--- src/rtl/lr_shift_pipe.sv ---
// Pipelined left/right shifter: logical, arithmetic and rotate modes on a valid/ready stream.
// Latency: a beat accepted at clock edge t appears on oBits/oValid after edge t+L (L = clog2(width)).
// Backpressure: stall = oValid && !oReady freezes every rank; iReady = !stall && !rst.
//
// Ports:
//   clk, rst        clock and synchronous active-high reset
//   iBits, shift    input word and shift amount (L bits)
//   dir, mode       ShiftDir (0 Left, 1 Right); mode 0 logical, 1 arithmetic, 2 rotate, 3 as logical
//   iValid, iReady  input handshake
//   oBits, oValid   shifted word and output valid
//   oReady          output handshake

package lr_shift_pipe_pkg;

   typedef enum logic {
      Left  = 1'b0,
      Right = 1'b1
   } ShiftDir;

   typedef enum logic [1:0] {
      MODE_LOGIC  = 2'd0,
      MODE_ARITH  = 2'd1,
      MODE_ROTATE = 2'd2,
      MODE_RSVD   = 2'd3
   } shift_mode_e;

endpackage

module lr_shift_pipe
   import lr_shift_pipe_pkg::*;
#(
   parameter int width = 8,
   localparam int L = $clog2(width)
) (
   input  logic             clk,
   input  logic             rst,
   input  logic [width-1:0] iBits,
   input  logic [L-1:0]     shift,
   input  logic             dir,
   input  logic [1:0]       mode,
   input  logic             iValid,
   output logic             iReady,
   output logic [width-1:0] oBits,
   output logic             oValid,
   input  logic             oReady
);

   // Rank 0 captures the accepted beat untouched; rank k+1 holds the result of
   // log-shifter stage k (shift by 2^k when bit k of the captured amount is set).
   localparam int DEPTH = L + 1;

   typedef struct packed {
      logic             vld;
      logic [width-1:0] dat;
      logic [L-1:0]     shf;
      ShiftDir          dir;
      shift_mode_e      mode;
      logic             fill;
   } stage_t;

   stage_t rank_q [DEPTH];
   stage_t rank_d [DEPTH];

   logic stall;
   logic accept;
   logic fill_in;

   assign stall  = rank_q[L].vld && !oReady;
   assign iReady = !stall && !rst;
   assign accept = iValid && iReady;

   // Only an arithmetic right shift drags the sign bit in; every other case
   // vacates with zeros, and rotate never looks at the fill bit at all.
   assign fill_in = (shift_mode_e'(mode) == MODE_ARITH) &&
                    (ShiftDir'(dir) == Right) &&
                    iBits[width-1];

   always_comb begin
      rank_d[0].vld  = accept;
      rank_d[0].dat  = iBits;
      rank_d[0].shf  = shift;
      rank_d[0].dir  = ShiftDir'(dir);
      rank_d[0].mode = shift_mode_e'(mode);
      rank_d[0].fill = fill_in;
   end

   // Each stage shifts by a constant 2^k, which is always below width because
   // L = clog2(width). Composing the stages therefore gives:
   //   - logical/arith-left: bits pushed past the end are lost, so any total
   //     shift >= width leaves all zeros;
   //   - arith-right: vacated positions keep receiving the fill bit, so an
   //     out-of-range shift saturates to all fill bits;
   //   - rotate: each stage is an exact rotation, so the total is shift mod width.
   for (genvar k = 0; k < L; k++) begin : g_stage
      localparam int A = 1 << k;

      logic [width-1:0] d;
      logic [width-1:0] lsh;
      logic [width-1:0] rsh;

      always_comb begin
         d   = rank_q[k].dat;
         lsh = d << A;
         rsh = d >> A;
         if (rank_q[k].mode == MODE_ROTATE) begin
            lsh = lsh | (d >> (width - A));
            rsh = rsh | (d << (width - A));
         end else if (rank_q[k].fill) begin
            rsh = rsh | ~({width{1'b1}} >> A);
         end

         rank_d[k+1] = rank_q[k];
         if (rank_q[k].shf[k]) begin
            rank_d[k+1].dat = (rank_q[k].dir == Right) ? rsh : lsh;
         end
      end
   end

   // Global advance: bubbles move with the valid beats, and nothing moves while
   // the output is held by the consumer.
   always_ff @(posedge clk) begin
      if (rst) begin
         rank_q <= '{default: '0};
      end else if (!stall) begin
         rank_q <= rank_d;
      end
   end

   assign oValid = rank_q[L].vld;
   assign oBits  = rank_q[L].dat;

   // A held beat must stay valid and unchanged until it is taken.
   a_hold_when_stalled : assert property (
      @(posedge clk) disable iff (rst)
      (oValid && !oReady) |=> (oValid && $stable(oBits))
   );

endmodule

--- config.mk ---
export PLATFORM = sky130hd
export DESIGN_NAME = lr_shift_pipe
export DESIGN_NICKNAME = d
export VERILOG_FILES = /design/src/rtl/lr_shift_pipe.sv
export SDC_FILE = /design/constraint.sdc
export NUM_CORES = 1
export LEC_CHECK = 0
export CELL_PAD_IN_SITES_DETAIL_PLACEMENT = 1
export CELL_PAD_IN_SITES_GLOBAL_PLACEMENT = 1
export CORE_MARGIN = 3
export CORE_UTILIZATION = 45
export CTS_BUF_LIST = sky130_fd_sc_hd__clkbuf_8
export CTS_CLUSTER_SIZE = 25
export DETAILED_ROUTE_END_ITERATION = 6
export PLACE_DENSITY_LB_ADDON = 0.1
export SLEW_MARGIN = 20
export SYNTH_ARGS = -nofsm -noshare
export SYNTH_HDL_FRONTEND = slang
export SYNTH_SLANG_ARGS = --single-unit
--- constraint.sdc ---
create_clock -name clk -period 3.2 [get_ports clk]
set_input_delay 0.64 -clock clk [delete_from_list [all_inputs] [get_ports clk]]
set_output_delay 0.64 -clock clk [all_outputs]
set_load 0.02 [all_outputs]
### Word-level counts from Yosys, hierarchy flattened

Cells that the tools add are included.

* flip-flop bits (word level): 57
* input port bits: 18
* output and inout bits: 10
* word-level logic and storage cells: 52

* equality and inequality tests: 4
* muxes and demuxes: 15
* bitwise gates (word level): 5
* reductions and logical operators: 8

Operator list (count)
* 8-bit 2-to-1 mux: 15
* 4-bit by 8-bit bitwise OR with 8-bit output: 1
* 6-bit by 8-bit bitwise OR with 8-bit output: 1
* 7-bit by 8-bit bitwise OR with 8-bit output: 1
* 8-bit by 1-bit bitwise OR with 8-bit output: 1
* 8-bit by 2-bit bitwise OR with 8-bit output: 1
* 2-bit equality test (second input constant): 3
* 1-bit logical AND: 5
* 1-bit logical NOT: 3
* 2-bit by 1-bit equality test with 1-bit output (second input constant): 1

### Longest topological paths before layout

Gate-level depths: netlist of run 1.

* depth in word-level cells: 5
* depth in mapped cells: 6
* mapped depth without buffers: 4

### Worst setup path after synthesis of run 1

OpenSTA, ideal clock, no wires.

* kind: input -> output
* start: input port oReady
* end: output port iReady
* arrival: 1357 ps
* data required time: 2560 ps
* setup slack: 1203 ps
* cell stages on the path: 5
* buffers on the path: 3
* cells stage by stage: nor2b_1 > buf_6 > buf_6 > buf_4 > nor2_1

* longest elaborated chain between the ends: 4

RTL lines
* start, declared: line 45 `input logic oReady`
* 1-bit logical NOT: line 68 `assign stall = rank_q[L].vld && !oReady;`
* 1-bit logical AND: line 68
* 1-bit logical NOT
* 1-bit logical AND: line 69 `assign iReady = !stall && !rst;`
* end, declared: line 42 `output logic iReady,`

No other way between the ends.

### Worst setup path after layout of run 1

Ends and elaborated chain as after synthesis.

==> impl_metrics.csv, run 1 <==
group,metric,value,unit
outcome,status,"finished, final reports clean",
timing,setup_viol,0,
yosys,synth_seq_cells,54,
timing,fmax,394,MHz
global_route,grt_max_degree,68,
detailed_routing,drcViolationCount,0,
timing,tns,0,ns
place,hpwl,3730,µm
clock_tree,cts_inserted_buffers,5,
die,die_w,79.6,µm
layout,area_growth,11.3,%
timing,fin_skew,0.00953,ns
yosys,synth_cell_types,30,
detailed_routing,dr.first_iter.drc_count,106,
detailed_routing,num_vias,2058,
yosys,seq_area_frac_synth,44.4,%
clock_tree,worstSkewPairLatency,0.30,ns
setup_path,crit_slowest_cell,"clkdlybuf4s50_1",
detailed_routing,drt_pass1_iterations,4,
yosys,syn_nets,317,
setup_path,critPathMostFrequentCell,"clkdlybuf4s50_1",
layout,multi_input_area,1130,µm²
clock_tree,cts_resized,0,
layout,final_common_cell,"nand2_1",
setup_path,crit_path_end_kind,"primary output",
detailed_routing,ant_nets,0,
die,core_area,5170,µm²
clock_tree,cts.hold.buffers_added,0,
setup_path,path_cells,"clkdlybuf4s50_1 > nor2b_4 > nor2_1 > clkdlybuf4s50_1",
detailed_routing,wl_met1,2590,µm
power,ir_worst_vdd,303,µV
global_route,grt_pass1_wl,9670,µm
job,maxCapViolCount,0,
timing,hold_violations,0,
setup_path,cpPeakStageDelay,0.60,ns
global_route,overflow,0,
timing,hold_slack,0.457,ns
setup_path,start_kind,"primary input",
setup_path,crit_required,2.56,ns
setup_path,cp.arrival,1.90,ns
setup_path,crit_family,"buffers and inverters",
detailed_routing,highest_layer,"met4",
clock_tree,cts_setup_buffers,0,
place,io_buffers,27,
clock_tree,htree_levels,2,
detailed_routing,drt-total-wl,5490,µm
layout,num-nets-final,329,
global_route,antenna_found_initial,0,
timing,tightest_slew,0.681,ns
place,place_area,2620,µm²
timing,slew_violations,0,
detailed_routing,met2_length,2750,µm
timing,period_share,79.3,%
global_route,gr-usage-all-layers,18.8,%
yosys,syn-instance-count,299,
layout,num-fill-cells,637,
yosys,synth_top_area_share,44.4,%
detailed_routing,wl_per_cell,14.4,µm
worst_hold_path,hold_class,"flip-flop to flip-flop",
layout,seqCellArea,1080,µm²
place,dp_cells,374,
clock_tree,numClockSinks,54,
clock_tree,clkTransAtPathRegs,0.09,ns
layout,final_cell_mix,"nand2_1, dfxtp_1, a21oi_1",
yosys,avgSynthCellArea,8.14,µm²
die,pin_count,28,
clock_tree,ctsRootBufferMaster,"clkbuf_8",
clock_tree,cts_tree,"done",
setup_path,critical_path.max_fanout,2,
yosys,ys_warn_count,0,
die,die_h,79.6,µm
die,start_util,47.1,%
die,core.rowCount,26,
global_route,grt_pass1_vias,2018,
yosys,synth_area,2430,µm²
clock_tree,cts_buffer_depth,2,
layout,drive_above_1_share,5.13,%
timing,min_period,2.54,ns
setup_path,cp.buffers_inverters,2,
layout,diodes,0,
power,leakage,0.955,nW
detailed_routing,wl_met3,119,µm
die,die-area,6330,µm²
timing,slew_headroom,54.6,%
yosys,synthTopCellsByArea,"dfxtp_1, nand2_1, a21oi_1, nor2_1, mux2i_1",
power,p_per_area,470,nW/µm²
detailed_routing,routed_via_density,5.39,
yosys,synth_top_area_cell,"dfxtp_1",
place,gp_congestion,0.760,
setup_path,crit_type,"primary input to primary output",
timing,grt_setup_unrepaired,"no",
layout,design_area,2710,µm²
layout,finalNonFillerCells,382,
cells in the mapped netlist, drive strengths merged:
cell type,number
nor2,39
a221oi,9
o22ai,2
o21ai,7
and2b,1
dlymetal6s2s,1
nand2,69
nand4bb,3
a311oi,6
nand4b,1
o2111ai,2
mux2i,10
buf,16
a21oi,43
or3b,1
nor3,5
inv,6
nand2b,3
a31oi,1
dfxtp,54
nor2b,1
a211oi,10
clkbuf,9
power by group:
group	internal (mW)	total (mW)	leakage, nW	switching, mW
clock	0.172	0.385	0.0524	0.213
sequential	0.707	0.749	0.444	0.0422
combinational	0.0729	0.139	0.458	0.0664
sequential cells by signal (all words and copies together) (netlist names):
signal     count
rank_d        21
g_stage.d     24
oBits          8
oValid         1
path summary, 6_finish.rpt:
kind | start | to | slack [ns] | cells past startpoint
min | rank_d[15] | rank_d[15] | 0.46 | 2
max | oReady | iReady | 0.66 | 4
max reg2reg | oValid | oBits[7] | 1.53 | 4
min reg2reg | rank_d[15] | rank_d[15] | 0.46 | 2
final cells by class:
class / count / area share [%]
Tap cell: 70 / 3.23
Inverter: 6 / 0.831
Clock buffer: 6 / 3.05
Timing Repair Buffer: 31 / 10.9
Sequential cell: 54 / 39.9
Clock inverter: 2 / 0.323
Multi-Input combinational cell: 213 / 41.8
tightest hold or removal path, delay by kind of cell (launching register included):
kind | cells | cell delay [ns]
flops | 1 | 0.32
simple gates | 1 | 0.05
compound gates | 1 | 0.05
metal layers:
layer | vias to the layer above | track usage [%]
met4 | 0 | 3.61
li1 | 1043 | -
met2 | 21 | 32.0
met5 | - | 0
met3 | 2 | 3.05
met1 | 992 | 25.2
metrics by stage:
stage	total power, mW	util, %	setup slack, ns
final	1.27	52.4	0.662
after global placement	0.899	50.6	0.668
after detailed placement	0.905	50.6	0.654
after CTS	1.29	52.4	0.650
after global routing	1.34	52.4	0.621
after floorplan	0.853	-	1.20
logic make-up (layout without fill, tap and decap cells):
| family | Yosys count | count (layout) | share of synthesized area (%) |
|---|---|---|---|
| simple gates | 123 | 123 | 21.3 |
| compound gates | 80 | 80 | 20.8 |
| flops | 54 | 54 | 44.4 |
| buf+inv | 32 | 45 | 9.40 |
| mux | 10 | 10 | 4.11 |
No activity file was read; power rests on OpenSTA's default activity.
==> run 2, diff against run 1 <==
--- a/config.mk
+++ b/config.mk
@@ -8,7 +8,7 @@
 export CELL_PAD_IN_SITES_DETAIL_PLACEMENT = 1
 export CELL_PAD_IN_SITES_GLOBAL_PLACEMENT = 1
 export CORE_MARGIN = 3
-export CORE_UTILIZATION = 45
+export CORE_UTILIZATION = 43
 export CTS_BUF_LIST = sky130_fd_sc_hd__clkbuf_8
 export CTS_CLUSTER_SIZE = 25
 export DETAILED_ROUTE_END_ITERATION = 6
==> constraint.sdc (replaced) <==
create_clock -name clk -period 2.4 [get_ports clk]
set_input_delay 0.48 -clock clk [delete_from_list [all_inputs] [get_ports clk]]
set_output_delay 0.48 -clock clk [all_outputs]
set_load 0.02 [all_outputs]
==> run 2 against run 1 <==
Clock skew down 0.0053 ns. Worst setup slack worse by 0.48 ns. Sequential share of layout area unchanged. Critical path depth did not move. Worst hold slack lost 0.0083 ns. Sequential power increased by 33%. First-iteration DRC count fell by 11%. Count of clock-buffer cells in the layout unchanged. Sequential cell count unchanged. Critical path type unchanged. Largest cell class unchanged. Highest routed layer unchanged.
==> impl_metrics.csv, run 2 (same netlist as run 1, synthesis figures left out) <==
group,metric,value,unit
setup_path,cp.arrival,1.74,ns
die,core.rowCount,26,
detailed_routing,drcViolationCount,0,
detailed_routing,dr.first_iter.drc_count,94,
setup_path,worstReg2RegStart,"oValid",
timing,min_period,2.22,ns
layout,diodes,0,
die,pin_count,28,
global_route,antenna_found_initial,0,
layout,final_util,51.1,%
layout,drive_above_1_share,5.13,%
die,die_h,81.3,µm
layout,final_cell_mix,"nand2_1, dfxtp_1, a21oi_1",
power,seqPwrFrac,58.8,%
job,maxCapViolCount,0,
timing,hold_violations,0,
layout,final_common_cell,"nand2_1",
die,start_util,45.9,%
power,switching_share,25.3,%
timing,fmax,450,MHz
setup_path,start_kind,"primary input",
layout,largest_reg_flops,24,
layout,num-fill-cells,646,
clock_tree,cts_setup_buffers,0,
die,die-area,6600,µm²
power,p_per_area,627,nW/µm²
clock_tree,htree_levels,2,
clock_tree,cts_resized,0,
detailed_routing,routed_via_density,5.40,
power,ir_worst_vdd,366,µV
timing,tns,0,ns
clock_tree,ctsRootBufferMaster,"clkbuf_8",
die,core_area,5300,µm²
worst_hold_path,hold_class,"flip-flop to flip-flop",
place,io_buffers,27,
timing,fin_skew,0.00420,ns
clock_tree,cts.hold.buffers_added,0,
place,gp_congestion,0.747,
layout,area_growth,11.3,%
detailed_routing,drt_pass1_iterations,4,
die,die_w,81.3,µm
power,p_switching,0.430,mW
global_route,grt_pass1_vias,2068,
clock_tree,cts_inserted_buffers,5,
clock_tree,cts_buffer_depth,2,
clock_tree,cts_tree,"done",
outcome,status,"finished, final reports clean",
detailed_routing,wl_per_cell,14.3,µm
power,internal_power,1.27,mW
place,hpwl,3720,µm
timing,setup_viol,0,
setup_path,crit_type,"primary input to primary output",
power,combPwrFrac,10.9,%
setup_path,critical_path.max_fanout,2,
timing,slew_headroom,56.2,%
setup_path,reg2reg_slack,0.80,ns
timing,period_share,92.6,%
timing,tightest_slew,0.657,ns
clock_tree,worstSkewPairLatency,0.30,ns
setup_path,crit_path_end_kind,"primary output",
global_route,overflow,0,
worst_hold_path,min_from,"rank_d[1]",
detailed_routing,drt-total-wl,5480,µm
clock_tree,numClockSinks,54,
layout,num-nets-final,329,
detailed_routing,ant_nets,0,
detailed_routing,num_vias,2063,
timing,grt_setup_unrepaired,"no",
global_route,gr-usage-all-layers,18.4,%
power,clkPwrFrac,30.4,%
clock_tree,clkTransAtPathRegs,0.09,ns
global_route,grt_pass1_wl,9520,µm
global_route,grt_max_degree,68,
power,leakage,0.955,nW
timing,slew_violations,0,
setup_path,crit_required,1.92,ns
setup_path,startpoint,"oReady",
-- run 2: routing by layer --
| layer | track usage, % | up-vias | part of all wire [%] |
|---|---|---|---|
| met4 | 5.07 | 0 | 0.97 |
| met5 | 0 | - | 0 |
| li1 | - | 1047 | - |
| met3 | 4.10 | 4 | 2.9 |
| met2 | 32.0 | 27 | 49 |
| met1 | 22.8 | 985 | 47 |
-- run 2: worst max-delay path: stages --
cell and delay [ns]:
clkdlybuf4s50_1 0.52, nor2b_4 0.05, nor2_1 0.08, clkdlybuf4s50_1 0.61
-- run 2: power groups by stage --
stage | logic [mW] | clock network, mW | registers, mW
2_1_floorplan | 0.137 | 0 | 1.00
3_3_place_gp | 0.180 | 0 | 1.02
3_5_place_dp | 0.186 | 0 | 1.02
4_1_cts | 0.188 | 0.534 | 0.999
5_1_grt | 0.208 | 0.580 | 1.01
6_report | 0.184 | 0.516 | 0.999
-- run 2: cell type report --
| class | count | area [µm²] | area share, % |
|---|---|---|---|
| clock buffer | 6 | 82.6 | 3.05 |
| clock inverter | 2 | 8.76 | 0.323 |
| inverter | 6 | 22.5 | 0.831 |
| multi-input combinational | 213 | 1130 | 41.8 |
| sequential | 54 | 1080 | 39.9 |
| tap | 70 | 87.6 | 3.23 |
| timing repair buffer | 31 | 295 | 10.9 |
-- run 2: final timing paths --
| kind | endpoint | cells after the start |
|---|---|---|
| worst max-delay path | iReady | 4 |
| worst min-delay path | rank_d[1] | 2 |
| worst max register to register | oBits[7] | 4 |
| worst min register to register | rank_d[1] | 2 |
-- run 2: metrics by stage --
stage | area (µm²) | power [mW] | setup WS [ns] | instances | hold WS (ns)
2_1_floorplan | 2430 | 1.14 | 0.716 | 299 | 0.427
3_3_place_gp | 2620 | 1.20 | 0.171 | 374 | 0.434
3_5_place_dp | 2620 | 1.21 | 0.185 | 374 | 0.441
4_1_cts | 2710 | 1.72 | 0.165 | 382 | 0.455
5_1_grt | 2710 | 1.80 | 0.0904 | 382 | 0.477
6_report | 2710 | 1.70 | 0.178 | 382 | 0.449
==> variant 1 (settings of run 2) <==
The parameter `width` goes from 8 to 16.
--- a/src/rtl/lr_shift_pipe.sv
+++ b/src/rtl/lr_shift_pipe.sv
@@ -29,7 +29,7 @@
 module lr_shift_pipe
    import lr_shift_pipe_pkg::*;
 #(
-   parameter int width = 8,
+   parameter int width = 16,
    localparam int L = $clog2(width)
 ) (
    input  logic             clk,
Interface: changed (resized iBits, oBits and shift); port bits go from 28 to 45. No check against the original RTL was run, so the function may have changed too.
==> variant 1 against run 2 <==
Worst hold slack better by 0.0084 ns; sequential cell count increased by 57; final area is 110% higher; setup slack better by 0.24 ns; area after synthesis grew 110%; critical path depth is the same; power is 100% higher; largest cell class unchanged; critical path type unchanged; wire length rose by 140%; sequential power rose by 100%; via count up 120%.
==> variant 1: results (changes against run 2) <==
[placement]
place_inst = 782  ; +110%
place_congestion = 0.853  ; +14%
placed_cell_area_mm2 = 0.00555  ; +110%
post-dp-hpwl_um = 9290  ; +150%
pre_cts_ws_ns = 0.339  ; +0.154 ns

[pwr]
ir_drop_v = 0.000461  ; +26%
leakagePower_uw = 0.00195  ; +100%
p_clk_uw = 1040  ; +100%
p_int_uw = 2530  ; +99%
p_per_area_mw_per_mm2 = 606  ; -3.3%

[critical_path]
r2r_end = oBits[6]
arrival_ns = 1.50  ; -0.24 ns

[outcome]
status = complete, no violations

[timing]
hold_ws_ns = 0.457  ; +0.00844 ns
skew_ns = 0.00904  ; +0.00484 ns

[routing]
wl_um = 13300  ; +140%
vias = 4493  ; +120%
wl_per_cell_um = 16.7  ; +17%
drtIter0Drc = 187  ; +99%

[clock_tree]
cts_buffers = 9  ; +4
insertion_delay_ns = 0.38  ; +0.08 ns
post_cts_resized = 0  ; unchanged
htree_num_levels = 3  ; +1

[finish]
multi_input_area_share = 0.439  ; +0.0215
n_all_buffers = 59  ; +90%
nFillCells = 1418  ; +120%
multi_input_cells = 459  ; +120%
drive_above_1_share = 0.0566  ; +0.00529
seq-cell-share = 0.388  ; -0.0107
nNonClkInverters = 10  ; +4

[floorplan]
die_area_mm2 = 0.0131  ; +99%

[synth]
ys_ff_latch = 111  ; +110%
synth_compound_area_frac = 0.229  ; +0.0211
ys_types = 27  ; -10%
synth-seq-area-share = 0.438  ; -0.00590
synth_area_leaders = dfxtp_1 (44%), a21oi_1 (8.6%), nand2_1 (8.6%), nor2_1 (7.7%), mux2i_1 (6.7%)
synth_area_per_cell_um2 = 7.95  ; -2.4%

[hold_path]
holdPathEnd = rank_d[78]
min_from = rank_d[78]

[global_route]
grt_usage = 0.212  ; +0.0273
grt_pass1_wl_um = 22400  ; +140%

==> variant 1: cell count changes in the layout (fill, tap and decap cells not counted), sizes merged, moves of 8 or more <==
cell,change
nand2,+47
clkdlybuf4s50,+16
buf,+12
a221oi,+8
mux2i,+24
a311oi,+8
o21ai,+8
a211oi,+24
dfxtp,+57
nor2,+65
a21oi,+45
==> variant 1: worst max-delay path by stage <==
stage	endpoint	slack (ns)	cells past startpoint
floorplan	iReady	0.69	5
global placement	g_stage[3].d[13]	0.39	5
detailed placement	g_stage[3].d[13]	0.34	5
CTS	iReady	0.39	4
global route	iReady	0.34	4
finish	iReady	0.42	4
==> variant 1: per-layer routing <==
metal	up-vias	routed length, µm	global-route usage
met2	66	6480	0.354
li1	2251	-	-
met5	-	0	0
met1	2158	6170	0.271
met3	18	421	0.0518
met4	0	259	0.0602
==> variant 1: worst max-delay path: stages <==
cell,delay (ns)
clkdlybuf4s50_1,0.46
nor2b_4,0.28
nor2_1,0.11
buf_4,0.17
==> variant 2 (settings of run 2) <==
Made on the original files. Make the reset (`rst`) asynchronous in one clocked block. Comments in the files are not updated.
--- a/src/rtl/lr_shift_pipe.sv
+++ b/src/rtl/lr_shift_pipe.sv
@@ -118,7 +118,7 @@
 
    // Global advance: bubbles move with the valid beats, and nothing moves while
    // the output is held by the consumer.
-   always_ff @(posedge clk) begin
+   always_ff @(posedge clk or posedge rst) begin
       if (rst) begin
          rank_q <= '{default: '0};
       end else if (!stall) begin
Check against the original RTL: differs if rst is asserted again (counterexample within 10 cycles, from zero or initial values and one cycle with rst high); with rst held inactive, the same outputs for 10 cycles.
==> variant 2 against run 2 <==
Setup slack got worse by 0.040 ns; wire length grew 9.5%; register-to-register slack worse by 0.09 ns; count of clock-buffer cells in the layout fell by 1; sequential cell count unchanged; final area increased by 11%; area after synthesis up 8.3%; critical path depth stayed put.
Power is not compared: it rests on default switching activity, and its combinational part moved more than twofold at a synthesized area within 25%.
==> variant 2: results (changes against run 2) <==
[placement]
port-buffer-count = 27  ; unchanged
post-dp-hpwl_um = 4220  ; +14%
place_congestion = 0.774  ; +3.6%
placed_cell_area_mm2 = 0.00292  ; +12%

[synth]
synth-seq-area-share = 0.512  ; +0.0683
async_flop_share = 1.00  ; +1.00
synthTopCellsByCount = nand2_1 (86), dfrtp_1 (54), nor2_1 (21)
synth_nets = 298  ; -6.0%
yosys_warnings = 0  ; unchanged
synth_area_leaders = dfrtp_1 (51%), nand2_1 (12%), mux2i_1 (3.8%), nor2_1 (3.0%), a211oi_2 (2.8%)
ys_types = 33  ; +10%

[critical_path]
reg2reg_slack_ns = 0.71  ; -0.09 ns
r2r_start = oValid
reg2regPathDepth = 4  ; unchanged
cp-endpoint = iReady
r2r_end = g_stage[1].d[0]
startpoint = oReady
arrival_ns = 1.78  ; +0.04 ns
crit_fanout = 2  ; unchanged

[clock_tree]
insertion_delay_ns = 0.31
cts-root-buf = clkbuf_8
post_cts_buffers = 0  ; unchanged
clkTransAtPathRegs_ns = 0.10
cts_buffer_depth = 2  ; unchanged
cts_buffers = 5  ; unchanged
post_cts_resized = 0  ; unchanged
htree_num_levels = 2  ; unchanged

[global_route]
grt_pass1_vias = 2053  ; -0.73%
grt_pass1_wl_um = 10500  ; +11%
antenna_found_initial = 0  ; unchanged
grt_max_degree = 63  ; -7.4%
grt_usage = 0.183  ; -0.00135

[outcome]
status = complete, no violations

[routing]
dr.pass1.iters = 4  ; unchanged
drtIter0Drc = 99  ; +5.3%
vias = 2038  ; -1.2%
wl_per_cell_um = 16.0  ; +12%

[pwr]
leakagePower_uw = 0.00140
ir_drop_v = 0.000518

[run]
max_cap_viol_count = 0  ; unchanged

[finish]
diodes = 0  ; unchanged
largest_reg_flops = 24  ; unchanged
nets = 319  ; -3.0%
nFillCells = 669  ; +3.6%
drive_above_1_share = 0.0828  ; +0.0315

[timing]
relSlewSlack = 0.569  ; +0.00676
skew_ns = 0.00502  ; +0.000818 ns

[hold_path]
timing.hold.worst.class = in2async

==> variant 2: cell types whose count changed after synthesis, moves of 8 or more <==
cell      before  now
a21o_1         0    9
nand2b_1       3   11
a21oi_1       43    2
nor2_1        39   21
dfxtp_1       54    0
nand2_1       69   86
dfrtp_1        0   54
==> variant 2: worst min path at each step <==
stage                    start              end  cells after the start
finish                     rst  g_stage[0].d[3]                      2
floorplan           rank_d[15]       rank_d[15]                      2
global route        rank_d[15]           oValid                      1
CTS                 rank_d[15]       rank_d[15]                      2
detailed placement  rank_d[15]           oValid                      1
global placement    rank_d[15]       rank_d[15]                      2
==> variant 2: worst max-delay path, cell delays in order <==
cell and delay [ns]:
clkdlybuf4s50_1 0.54, nor2b_4 0.07, nor2_1 0.09, clkdlybuf4s50_1 0.60
==> variant 2: metrics by stage <==
stage	instances	util	hold slack [ns]	setup slack, ns
after floorplan	280	-	0.430	0.454
after global placement	366	0.512	0.442	0.137
after detailed placement	366	0.512	0.454	0.120
after CTS	374	0.528	0.488	0.120
after global routing	374	0.528	0.509	0.0786
final	374	0.528	0.485	0.138
==> variant 2: cells by family (layout without fill, tap and decap cells) <==
logic type / after synthesis / in the layout / share of synthesized area
flip-flops: 54 / 54 / 0.512
AND/OR/NAND/NOR: 125 / 125 / 0.200
buffers and inverters: 26 / 48 / 0.0593
AO/OA/AOI/OAI: 65 / 65 / 0.190
multiplexers: 10 / 10 / 0.0380
==> variant 2: per-layer routing <==
metal / global-route usage / wire, µm / vias up
li1: - / - / 985
met1: 0.262 / 2970 / 1016
met2: 0.291 / 2800 / 30
met3: 0.0353 / 166 / 7
met4: 0.0351 / 69 / 0
met5: 0 / 0 / -
==> variant 2: cell type report <==
type                       instances  area, µm²  share of cell area
clock inverter                     3       25.0             0.00830
multi-input combinational        200       1130               0.376
sequential                        54       1350               0.448
inverter                           6       22.5             0.00747
timing repair buffer              34        323               0.107
tap                               72       90.1              0.0299
clock buffer                       5       68.8              0.0228
==> variant 2: power breakdown <==
group / internal [µW] / switching (µW) / leakage (µW) / total [µW]
logic: 725 / 725 / 0.000706 / 1450
registers: 1280 / 453 / 0.000652 / 1730
clock network: 212 / 329 / 0.0000447 / 541
